File: config.mk
export PLATFORM = sky130hd
export DESIGN_NAME = vga_timing_gen
export DESIGN_NICKNAME = d
export VERILOG_FILES = /design/src/rtl/vga_pkg.sv /design/src/rtl/vga_axis_cnt.sv /design/src/rtl/vga_timing_gen.sv
export SDC_FILE = /design/constraint.sdc
export NUM_CORES = 1
export LEC_CHECK = 0
export CAP_MARGIN = 20
export CELL_PAD_IN_SITES_DETAIL_PLACEMENT = 1
export CELL_PAD_IN_SITES_GLOBAL_PLACEMENT = 2
export CORE_MARGIN = 4
export CORE_UTILIZATION = 34
export CTS_CLUSTER_DIAMETER = 60
export DETAILED_ROUTE_END_ITERATION = 7
export PLACE_DENSITY = 0.91
export SYNTH_ARGS = -nofsm -noshare
export SYNTH_HDL_FRONTEND = slang
export SYNTH_HIERARCHICAL = 1
export SYNTH_SLANG_ARGS = --single-unit
File: constraint.sdc
create_clock -name clk -period 6.6 [get_ports clk]
set_input_delay 1.32 -clock clk [delete_from_list [all_inputs] [get_ports clk]]
set_output_delay 1.32 -clock clk [all_outputs]
set_load 0.005 [all_outputs]
File: src/rtl/vga_pkg.sv
// Shared definitions for the VGA timing generator: timing presets, total-length
// helpers, colour-bar constants and the sync/DE control word carried down the pipeline.
package vga_pkg;

    localparam int CNT_W   = 12;
    localparam int ADDR_W  = 11;
    localparam int CNT_MAX = 4095;

    typedef struct packed {
        int active;
        int fp;
        int sync;
        int bp;
    } axis_timing_t;

    localparam axis_timing_t VGA_640X480_60_H  = '{active: 640,  fp: 16, sync: 96,  bp: 48};
    localparam axis_timing_t VGA_640X480_60_V  = '{active: 480,  fp: 10, sync: 2,   bp: 33};
    localparam axis_timing_t VGA_800X600_72_H  = '{active: 800,  fp: 56, sync: 120, bp: 64};
    localparam axis_timing_t VGA_800X600_72_V  = '{active: 600,  fp: 37, sync: 6,   bp: 23};
    localparam axis_timing_t VGA_1024X768_60_H = '{active: 1024, fp: 24, sync: 136, bp: 160};
    localparam axis_timing_t VGA_1024X768_60_V = '{active: 768,  fp: 3,  sync: 6,   bp: 29};

    function automatic int vga_total(input int active, input int fp, input int sync, input int bp);
        return active + fp + sync + bp;
    endfunction

    function automatic int axis_total(input axis_timing_t t);
        return vga_total(t.active, t.fp, t.sync, t.bp);
    endfunction

    // Totals of the default 640x480@60 mode.
    localparam int H_TOTAL = axis_total(VGA_640X480_60_H);
    localparam int V_TOTAL = axis_total(VGA_640X480_60_V);

    // Colour bars, left to right; each bar maps to an on/off mask for {R,G,B}.
    typedef enum logic [2:0] {
        BAR_WHITE, BAR_YELLOW, BAR_CYAN, BAR_GREEN,
        BAR_MAGENTA, BAR_RED, BAR_BLUE, BAR_BLACK
    } bar_e;

    function automatic logic [2:0] bar_rgb(input logic [2:0] idx);
        logic [2:0] mask;
        case (bar_e'(idx))
            BAR_WHITE:   mask = 3'b111;
            BAR_YELLOW:  mask = 3'b110;
            BAR_CYAN:    mask = 3'b011;
            BAR_GREEN:   mask = 3'b010;
            BAR_MAGENTA: mask = 3'b101;
            BAR_RED:     mask = 3'b100;
            BAR_BLUE:    mask = 3'b001;
            default:     mask = 3'b000;
        endcase
        return mask;
    endfunction

    // Sync/DE word delayed alongside the frame-buffer read.
    typedef struct packed {
        logic       hs;
        logic       vs;
        logic       de;
`ifdef VGA_TPG_EN
        logic [2:0] bar;
`endif
    } vid_ctl_t;

endpackage

File: src/rtl/vga_axis_cnt.sv
// Single-axis raster counter: counts 0..TOTAL-1 when en is high and flags the
// active and sync regions of the current position.
module vga_axis_cnt
    import vga_pkg::*;
#(
    parameter int ACTIVE = 640,
    parameter int FP     = 16,
    parameter int SYNC   = 96,
    parameter int BP     = 48
) (
    input  logic             clk,
    input  logic             rst_n,
    input  logic             en,
    output logic [CNT_W-1:0] cnt,
    output logic             wrap,
    output logic             active,
    output logic             sync_act
);

    localparam int TOTAL = vga_total(ACTIVE, FP, SYNC, BP);

    localparam logic [CNT_W-1:0] LAST    = CNT_W'(TOTAL - 1);
    localparam logic [CNT_W-1:0] ACT_END = CNT_W'(ACTIVE);
    localparam logic [CNT_W-1:0] SYN_BEG = CNT_W'(ACTIVE + FP);
    localparam logic [CNT_W-1:0] SYN_END = CNT_W'(ACTIVE + FP + SYNC);

    // NOTE: sequential state is written with <= so every register samples
    // pre-edge values regardless of the order the processes are evaluated in.
    always_ff @(posedge clk or negedge rst_n) begin
        if (!rst_n) begin
            cnt <= '0;
        end else if (en) begin
            cnt <= wrap ? '0 : cnt + 1'b1;
        end
    end

    assign wrap     = (cnt == LAST);
    assign active   = (cnt < ACT_END);
    assign sync_act = (cnt >= SYN_BEG) && (cnt < SYN_END);

endmodule

File: src/rtl/vga_timing_gen.sv
// VGA/DVI raster timing generator with pixel-clock divider and RD_LAT-matched
// sync/DE alignment. Define VGA_TPG_EN to add the tpg_en colour-bar test pattern.
module vga_timing_gen
    import vga_pkg::*;
#(
    parameter int H_ACTIVE = 640,
    parameter int H_FP     = 16,
    parameter int H_SYNC   = 96,
    parameter int H_BP     = 48,
    parameter int V_ACTIVE = 480,
    parameter int V_FP     = 10,
    parameter int V_SYNC   = 2,
    parameter int V_BP     = 33,
    parameter int HS_POL   = 0,
    parameter int VS_POL   = 0,
    parameter int CLK_DIV  = 2,
    parameter int RD_LAT   = 1,
    parameter int CW       = 8
) (
    input  logic              clk,
    input  logic              rst_n,
`ifdef VGA_TPG_EN
    input  logic              tpg_en,
`endif
    input  logic [3*CW-1:0]   data_dis,
    output logic [ADDR_W-1:0] h_addr,
    output logic [ADDR_W-1:0] v_addr,
    output logic              addr_vld,
    output logic              frame_start,
    output logic              line_start,
    output logic              hsync,
    output logic              vsync,
    output logic              vga_de,
    output logic [CW-1:0]     vga_r,
    output logic [CW-1:0]     vga_g,
    output logic [CW-1:0]     vga_b,
    output logic              vga_clk
);

    localparam int H_TOT = vga_total(H_ACTIVE, H_FP, H_SYNC, H_BP);
    localparam int V_TOT = vga_total(V_ACTIVE, V_FP, V_SYNC, V_BP);

    if (H_TOT > CNT_MAX || V_TOT > CNT_MAX) begin : g_chk_total
        $error("vga_timing_gen: H_TOTAL/V_TOTAL exceed the 12-bit counter range");
    end
    if (CLK_DIV != 2 && CLK_DIV != 4) begin : g_chk_div
        $error("vga_timing_gen: CLK_DIV must be 2 or 4");
    end
    if (RD_LAT < 0 || RD_LAT > 7) begin : g_chk_lat
        $error("vga_timing_gen: RD_LAT must be within 0..7");
    end

    localparam logic HS_ON = (HS_POL != 0);
    localparam logic VS_ON = (VS_POL != 0);
    localparam vid_ctl_t CTL_IDLE = '{hs: !HS_ON, vs: !VS_ON, default: '0};

    localparam logic [1:0] DIV_LAST = 2'(CLK_DIV - 1);
    localparam logic [1:0] DIV_HALF = 2'(CLK_DIV / 2);

    logic [1:0] div_cnt;
    logic [1:0] div_nxt;
    logic       tick;

    assign tick    = (div_cnt == DIV_LAST);
    assign div_nxt = tick ? 2'd0 : div_cnt + 2'd1;

    // vga_clk is registered from the next divider state so it tracks div_cnt exactly.
    always_ff @(posedge clk or negedge rst_n) begin
        if (!rst_n) begin
            div_cnt <= 2'd0;
            vga_clk <= 1'b0;
        end else begin
            div_cnt <= div_nxt;
            vga_clk <= (div_nxt >= DIV_HALF);
        end
    end

    logic [CNT_W-1:0] h_cnt, v_cnt;
    logic             h_wrap, v_wrap;
    logic             h_act, v_act;
    logic             h_sync_act, v_sync_act;

    vga_axis_cnt #(
        .ACTIVE (H_ACTIVE),
        .FP     (H_FP),
        .SYNC   (H_SYNC),
        .BP     (H_BP)
    ) u_h_cnt (
        .clk      (clk),
        .rst_n    (rst_n),
        .en       (tick),
        .cnt      (h_cnt),
        .wrap     (h_wrap),
        .active   (h_act),
        .sync_act (h_sync_act)
    );

    vga_axis_cnt #(
        .ACTIVE (V_ACTIVE),
        .FP     (V_FP),
        .SYNC   (V_SYNC),
        .BP     (V_BP)
    ) u_v_cnt (
        .clk      (clk),
        .rst_n    (rst_n),
        .en       (tick && h_wrap),
        .cnt      (v_cnt),
        .wrap     (v_wrap),
        .active   (v_act),
        .sync_act (v_sync_act)
    );

    // The vertical counter wraps together with the horizontal one, so its flag is informational.
    logic unused_v_wrap;
    assign unused_v_wrap = v_wrap;

    logic pix_vld;
    logic at_origin;

    assign pix_vld   = h_act && v_act;
    assign at_origin = (h_cnt == '0) && (v_cnt == '0);

`ifdef VGA_TPG_EN
    // Bar position tracks h_cnt with its own counter so no divide by H_ACTIVE/8 is needed.
    localparam logic [ADDR_W-1:0] BAR_LAST = ADDR_W'(H_ACTIVE / 8 - 1);

    logic [ADDR_W-1:0] bar_px;
    logic [2:0]        bar_idx;
    logic              tpg_on;

    always_ff @(posedge clk or negedge rst_n) begin
        if (!rst_n) begin
            bar_px  <= '0;
            bar_idx <= '0;
            tpg_on  <= 1'b0;
        end else if (tick) begin
            if (at_origin) begin
                tpg_on <= tpg_en;
            end
            if (h_wrap) begin
                bar_px  <= '0;
                bar_idx <= '0;
            end else if (bar_px == BAR_LAST) begin
                bar_px  <= '0;
                bar_idx <= bar_idx + 3'd1;
            end else begin
                bar_px  <= bar_px + 1'b1;
            end
        end
    end

    function automatic logic [3*CW-1:0] bar_pixel(input logic [2:0] idx);
        logic [2:0] mask;
        mask = bar_rgb(idx);
        return {{CW{mask[2]}}, {CW{mask[1]}}, {CW{mask[0]}}};
    endfunction
`endif

    // Stage A: present the current raster position to the pixel source.
    vid_ctl_t stage_a;

    always_ff @(posedge clk or negedge rst_n) begin
        if (!rst_n) begin
            h_addr      <= '0;
            v_addr      <= '0;
            addr_vld    <= 1'b0;
            frame_start <= 1'b0;
            line_start  <= 1'b0;
            stage_a     <= CTL_IDLE;
        end else begin
            frame_start <= tick && at_origin;
            line_start  <= tick && (h_cnt == '0) && v_act;
            if (tick) begin
                addr_vld   <= pix_vld;
                h_addr     <= pix_vld ? h_cnt[ADDR_W-1:0] : '0;
                v_addr     <= pix_vld ? v_cnt[ADDR_W-1:0] : '0;
                stage_a.hs <= h_sync_act ? HS_ON : !HS_ON;
                stage_a.vs <= v_sync_act ? VS_ON : !VS_ON;
                stage_a.de <= pix_vld;
`ifdef VGA_TPG_EN
                stage_a.bar <= bar_idx;
`endif
            end
        end
    end

    // RD_LAT ticks of delay; the output register below supplies the final tick.
    vid_ctl_t tail;

    if (RD_LAT == 0) begin : g_no_dly
        assign tail = stage_a;
    end else begin : g_dly
        vid_ctl_t dly [RD_LAT];

        // NOTE: the delay line is reset to idle levels so no stale sync or DE
        // escapes in the first RD_LAT ticks after reset.
        always_ff @(posedge clk or negedge rst_n) begin
            if (!rst_n) begin
                for (int i = 0; i < RD_LAT; i++) begin
                    dly[i] <= CTL_IDLE;
                end
            end else if (tick) begin
                dly[0] <= stage_a;
                for (int i = 1; i < RD_LAT; i++) begin
                    dly[i] <= dly[i-1];
                end
            end
        end

        assign tail = dly[RD_LAT-1];
    end

    logic [3*CW-1:0] pix_src;

    // NOTE: pix_src is assigned a default before any condition so the block stays
    // purely combinational and never infers a latch.
    always_comb begin
        pix_src = data_dis;
`ifdef VGA_TPG_EN
        if (tpg_on) begin
            pix_src = bar_pixel(tail.bar);
        end
`endif
    end

    always_ff @(posedge clk or negedge rst_n) begin
        if (!rst_n) begin
            hsync <= !HS_ON;
            vsync <= !VS_ON;
            vga_de <= 1'b0;
            {vga_r, vga_g, vga_b} <= '0;
        end else if (tick) begin
            hsync <= tail.hs;
            vsync <= tail.vs;
            vga_de <= tail.de;
            {vga_r, vga_g, vga_b} <= tail.de ? pix_src : '0;
        end
    end

endmodule

==> out/results.txt <==
The worst setup path is of the flop to flop kind. The tools report the total clock sinks as 84. For the timing-limited maximum frequency, the log shows 0.350 GHz. The number of clock buffers added by TritonCTS is 9. In this run the worst hold path is classified as flop to flop. Setup violations remaining at the end of the flow were counted as 0. The antenna cell count was 0. The busiest metal layer after global routing is met1. STA classifies the critical path startpoint as a flop. TritonCTS built the clock tree. The signed area change from the synthesized netlist to the final layout is 28.8%, and the depth of the CTS H-tree is 3.

Clock tree synthesis selected as its root buffer the cell sky130_fd_sc_hd__clkbuf_8. The total overflow left after global routing is 0. The worst hold path was traced through 2 stages. The worst-case IR drop observed on VDD is 0.0824 mV. The height of the die is 112 um, and the count of max-cap constraint violations is 0. The clock transition at the register clock pins on the worst setup and hold paths after CTS was 0.09 ns; the total length of routed wires was 9.77 mm. For hold timing, the worst endpoint is g_dly.dly[2]. The run finished with clean final reports. Final core utilization: 45.4%. The final critical path takes up 43.3% of the cycle. The number of core rows was 37; the fraction of final layout cells with drive strength greater than 1 was 9.18%.

The congestion estimate from routability-driven global placement came to 0.807. The relative slew slack is 41.4%. The tools report the timing startpoint of the critical path as u_h_cnt/cnt[0].

The area of the core is 0.0105 sq mm. The pre-antenna-repair detailed-routing pass consisted of 4 iterations. The clock period minus worst slack is 2.86 ns, and the critical path data required time is 6.87 ns. The number of nets handed over by synthesis was 380. Clock skew after layout: 0.0120 ns. STA classifies the critical path endpoint as a flop. The setup check on the worst reg-to-reg path leaves a slack of 3.74 ns. The total count of max-transition violations in the final report is 0.

At the pin with the least slew margin, the transition time is 0.879 ns. In this run the remaining antenna-violating nets after routing total 0. Once the floorplan was initialized, standard cells occupied 35.2% of the core. The total standard cell area after synthesis was 0.00369 sq mm. Total power after layout: 956 uW.

DRC violation total after the first TritonRoute iteration: 213. The maximum number of pins on one net before global-route repair is 85. In the final routed layout, each cell accounts on average for 17.4 um. The number of remaining DRC errors was 0; the final-layout worst hold slack was 0.465 ns.

Summing over every cut layer, the via total after detailed routing is 2945. Synthesis handed over a netlist of 350 instances. The wire length of the first global-routing pass came out at 16.3 mm.

Post-CTS timing repair inserted 0 buffers for setup. Setup repair after global routing left no endpoint under its margin. For the number of top-level pins, the log shows 79. In this run, post-CTS hold repair placed 0 buffers. Capture point of the worst reg-to-reg path: u_v_cnt/cnt[9]. Beginning of the worst register-to-register path: u_h_cnt/cnt[0]. The width of the die was 112 um. At the worst endpoint, the arrival time is 3.13 ns. The final-stage net count came out at 450. The die covers 0.0126 sq mm.

The clock reaches the later pin of the worst-skew pair after 0.36 ns. After clock tree synthesis, the repair step resized 0 gates. For the number of global-route vias before repair, the log shows 2990.

In the global route stage, met3 resource usage came out at 3.23%. The logs give 23.9% for the met1 track demand over resource and 6 for the yosys synthesis warning count. The worst hold path begins at stage_a[2].

The average instance in the mapped netlist occupies 10.5 sq um. Dividing the detail-routed via count by the number of cells gives 5.25. For met2 alone, demand over resource in global routing was 22.8%. The clock passes through at most 2 buffers.

For the worst flop-to-flop path, the logic depth is 7. The run gives 6.30 mm as the final HPWL from detailed placement. Along the worst path, the maximum fanout reaches 9. OpenSTA, run right after detailed placement, puts the worst setup slack at 3.76 ns.

After routing, the total negative slack on setup checks comes to 0 ns. The count of buffers added on input and output ports is 78. The run gives 0 as the initial antenna violation count. The final number of hold-violating endpoints came out at 0. The setup slack after layout is 3.74 ns, and the power density of the placed cells is 201 mW/mm^2. For this design the static power due to leakage is 2.12 nW.

Counting the fill cells in the layout gives 1176. In the global route stage, overall resource usage came out at 15.9%.
==> worst max-delay path: stages, from the launching register on <==
cell and delay, ns:
sky130_fd_sc_hd__dfrtp_1 0.49, sky130_fd_sc_hd__ha_1 0.34, sky130_fd_sc_hd__nor4b_1 0.32, sky130_fd_sc_hd__and3_1 0.35, sky130_fd_sc_hd__and2_1 0.35, sky130_fd_sc_hd__nand3_1 0.24
sky130_fd_sc_hd__or4_1 0.52, sky130_fd_sc_hd__a22oi_1 0.16
==> layout by cell type (no fill, tap or decap), types with 4 or more instances in the layout <==
cell and instances:
sky130_fd_sc_hd__dfrtp_1 78, sky130_fd_sc_hd__clkdlybuf4s50_1 77, sky130_fd_sc_hd__nand2_1 76, sky130_fd_sc_hd__nand3_1 32
sky130_fd_sc_hd__a22o_1 22, sky130_fd_sc_hd__inv_1 13, sky130_fd_sc_hd__nor4_1 10, sky130_fd_sc_hd__clkbuf_8 9
sky130_fd_sc_hd__o21ai_0 8, sky130_fd_sc_hd__xnor2_1 7, sky130_fd_sc_hd__nand4_1 6, sky130_fd_sc_hd__dfstp_2 6
sky130_fd_sc_hd__nor3_1 6, sky130_fd_sc_hd__xor2_1 6, sky130_fd_sc_hd__nor2_1 4, sky130_fd_sc_hd__ha_1 4
==> layout make-up <==
| type | instances | area (sq um) | area share, % |
|---|---|---|---|
| clock buffers | 9 | 124 | 2.61 |
| clock inverters | 7 | 76.3 | 1.61 |
| inverters | 14 | 52.6 | 1.11 |
| multi-input cells | 231 | 1400 | 29.5 |
| flip-flops and latches | 84 | 2110 | 44.4 |
| well taps | 136 | 170 | 3.58 |
| repair buffers | 80 | 813 | 17.1 |
==> state kept, by name, summed over array words and instances, names as in the netlist, 2 cells and up <==
| name | flops |
|---|---|
| vga_r | 8 |
| stage_a | 3 |
| div_cnt | 2 |
| h_addr | 11 |
| u_h_cnt/cnt | 12 |
| v_addr | 11 |
| vga_g | 8 |
| vga_b | 8 |
| u_v_cnt/cnt | 12 |
| g_dly.dly | 3 |
==> worst max-delay path by stage <==
stage | end | cells past startpoint
2_1_floorplan | u_v_cnt/cnt[9] | 9
3_3_place_gp | u_v_cnt/cnt[9] | 7
3_5_place_dp | u_v_cnt/cnt[9] | 7
4_1_cts | u_v_cnt/cnt[9] | 7
5_1_grt | u_v_cnt/cnt[9] | 7
6_report | u_v_cnt/cnt[9] | 7
==> stage by stage <==
stage               cells  area [sq um]
detailed placement    544          4520
floorplan             350          3690
global route          561          4750
CTS                   560          4720
finish                561          4750
global placement      544          4520
==> power breakdown <==
part           switching (mW)  internal, mW  total [mW]
combinational          0.0207        0.0307      0.0514
sequential            0.00400         0.522       0.526
clock                   0.202         0.177       0.379
total                   0.227         0.729       0.956
==> metal layers <==
metal  part of all wire (%)  up-vias  wire length [um]
met3                    5.0       13               488
met4                    1.5        0               146
li1                       -     1365                 -
met2                     43       98              4160
met5                      0        -                 0
met1                     51     1469              4970
No activity file was read; power rests on OpenSTA's default activity.
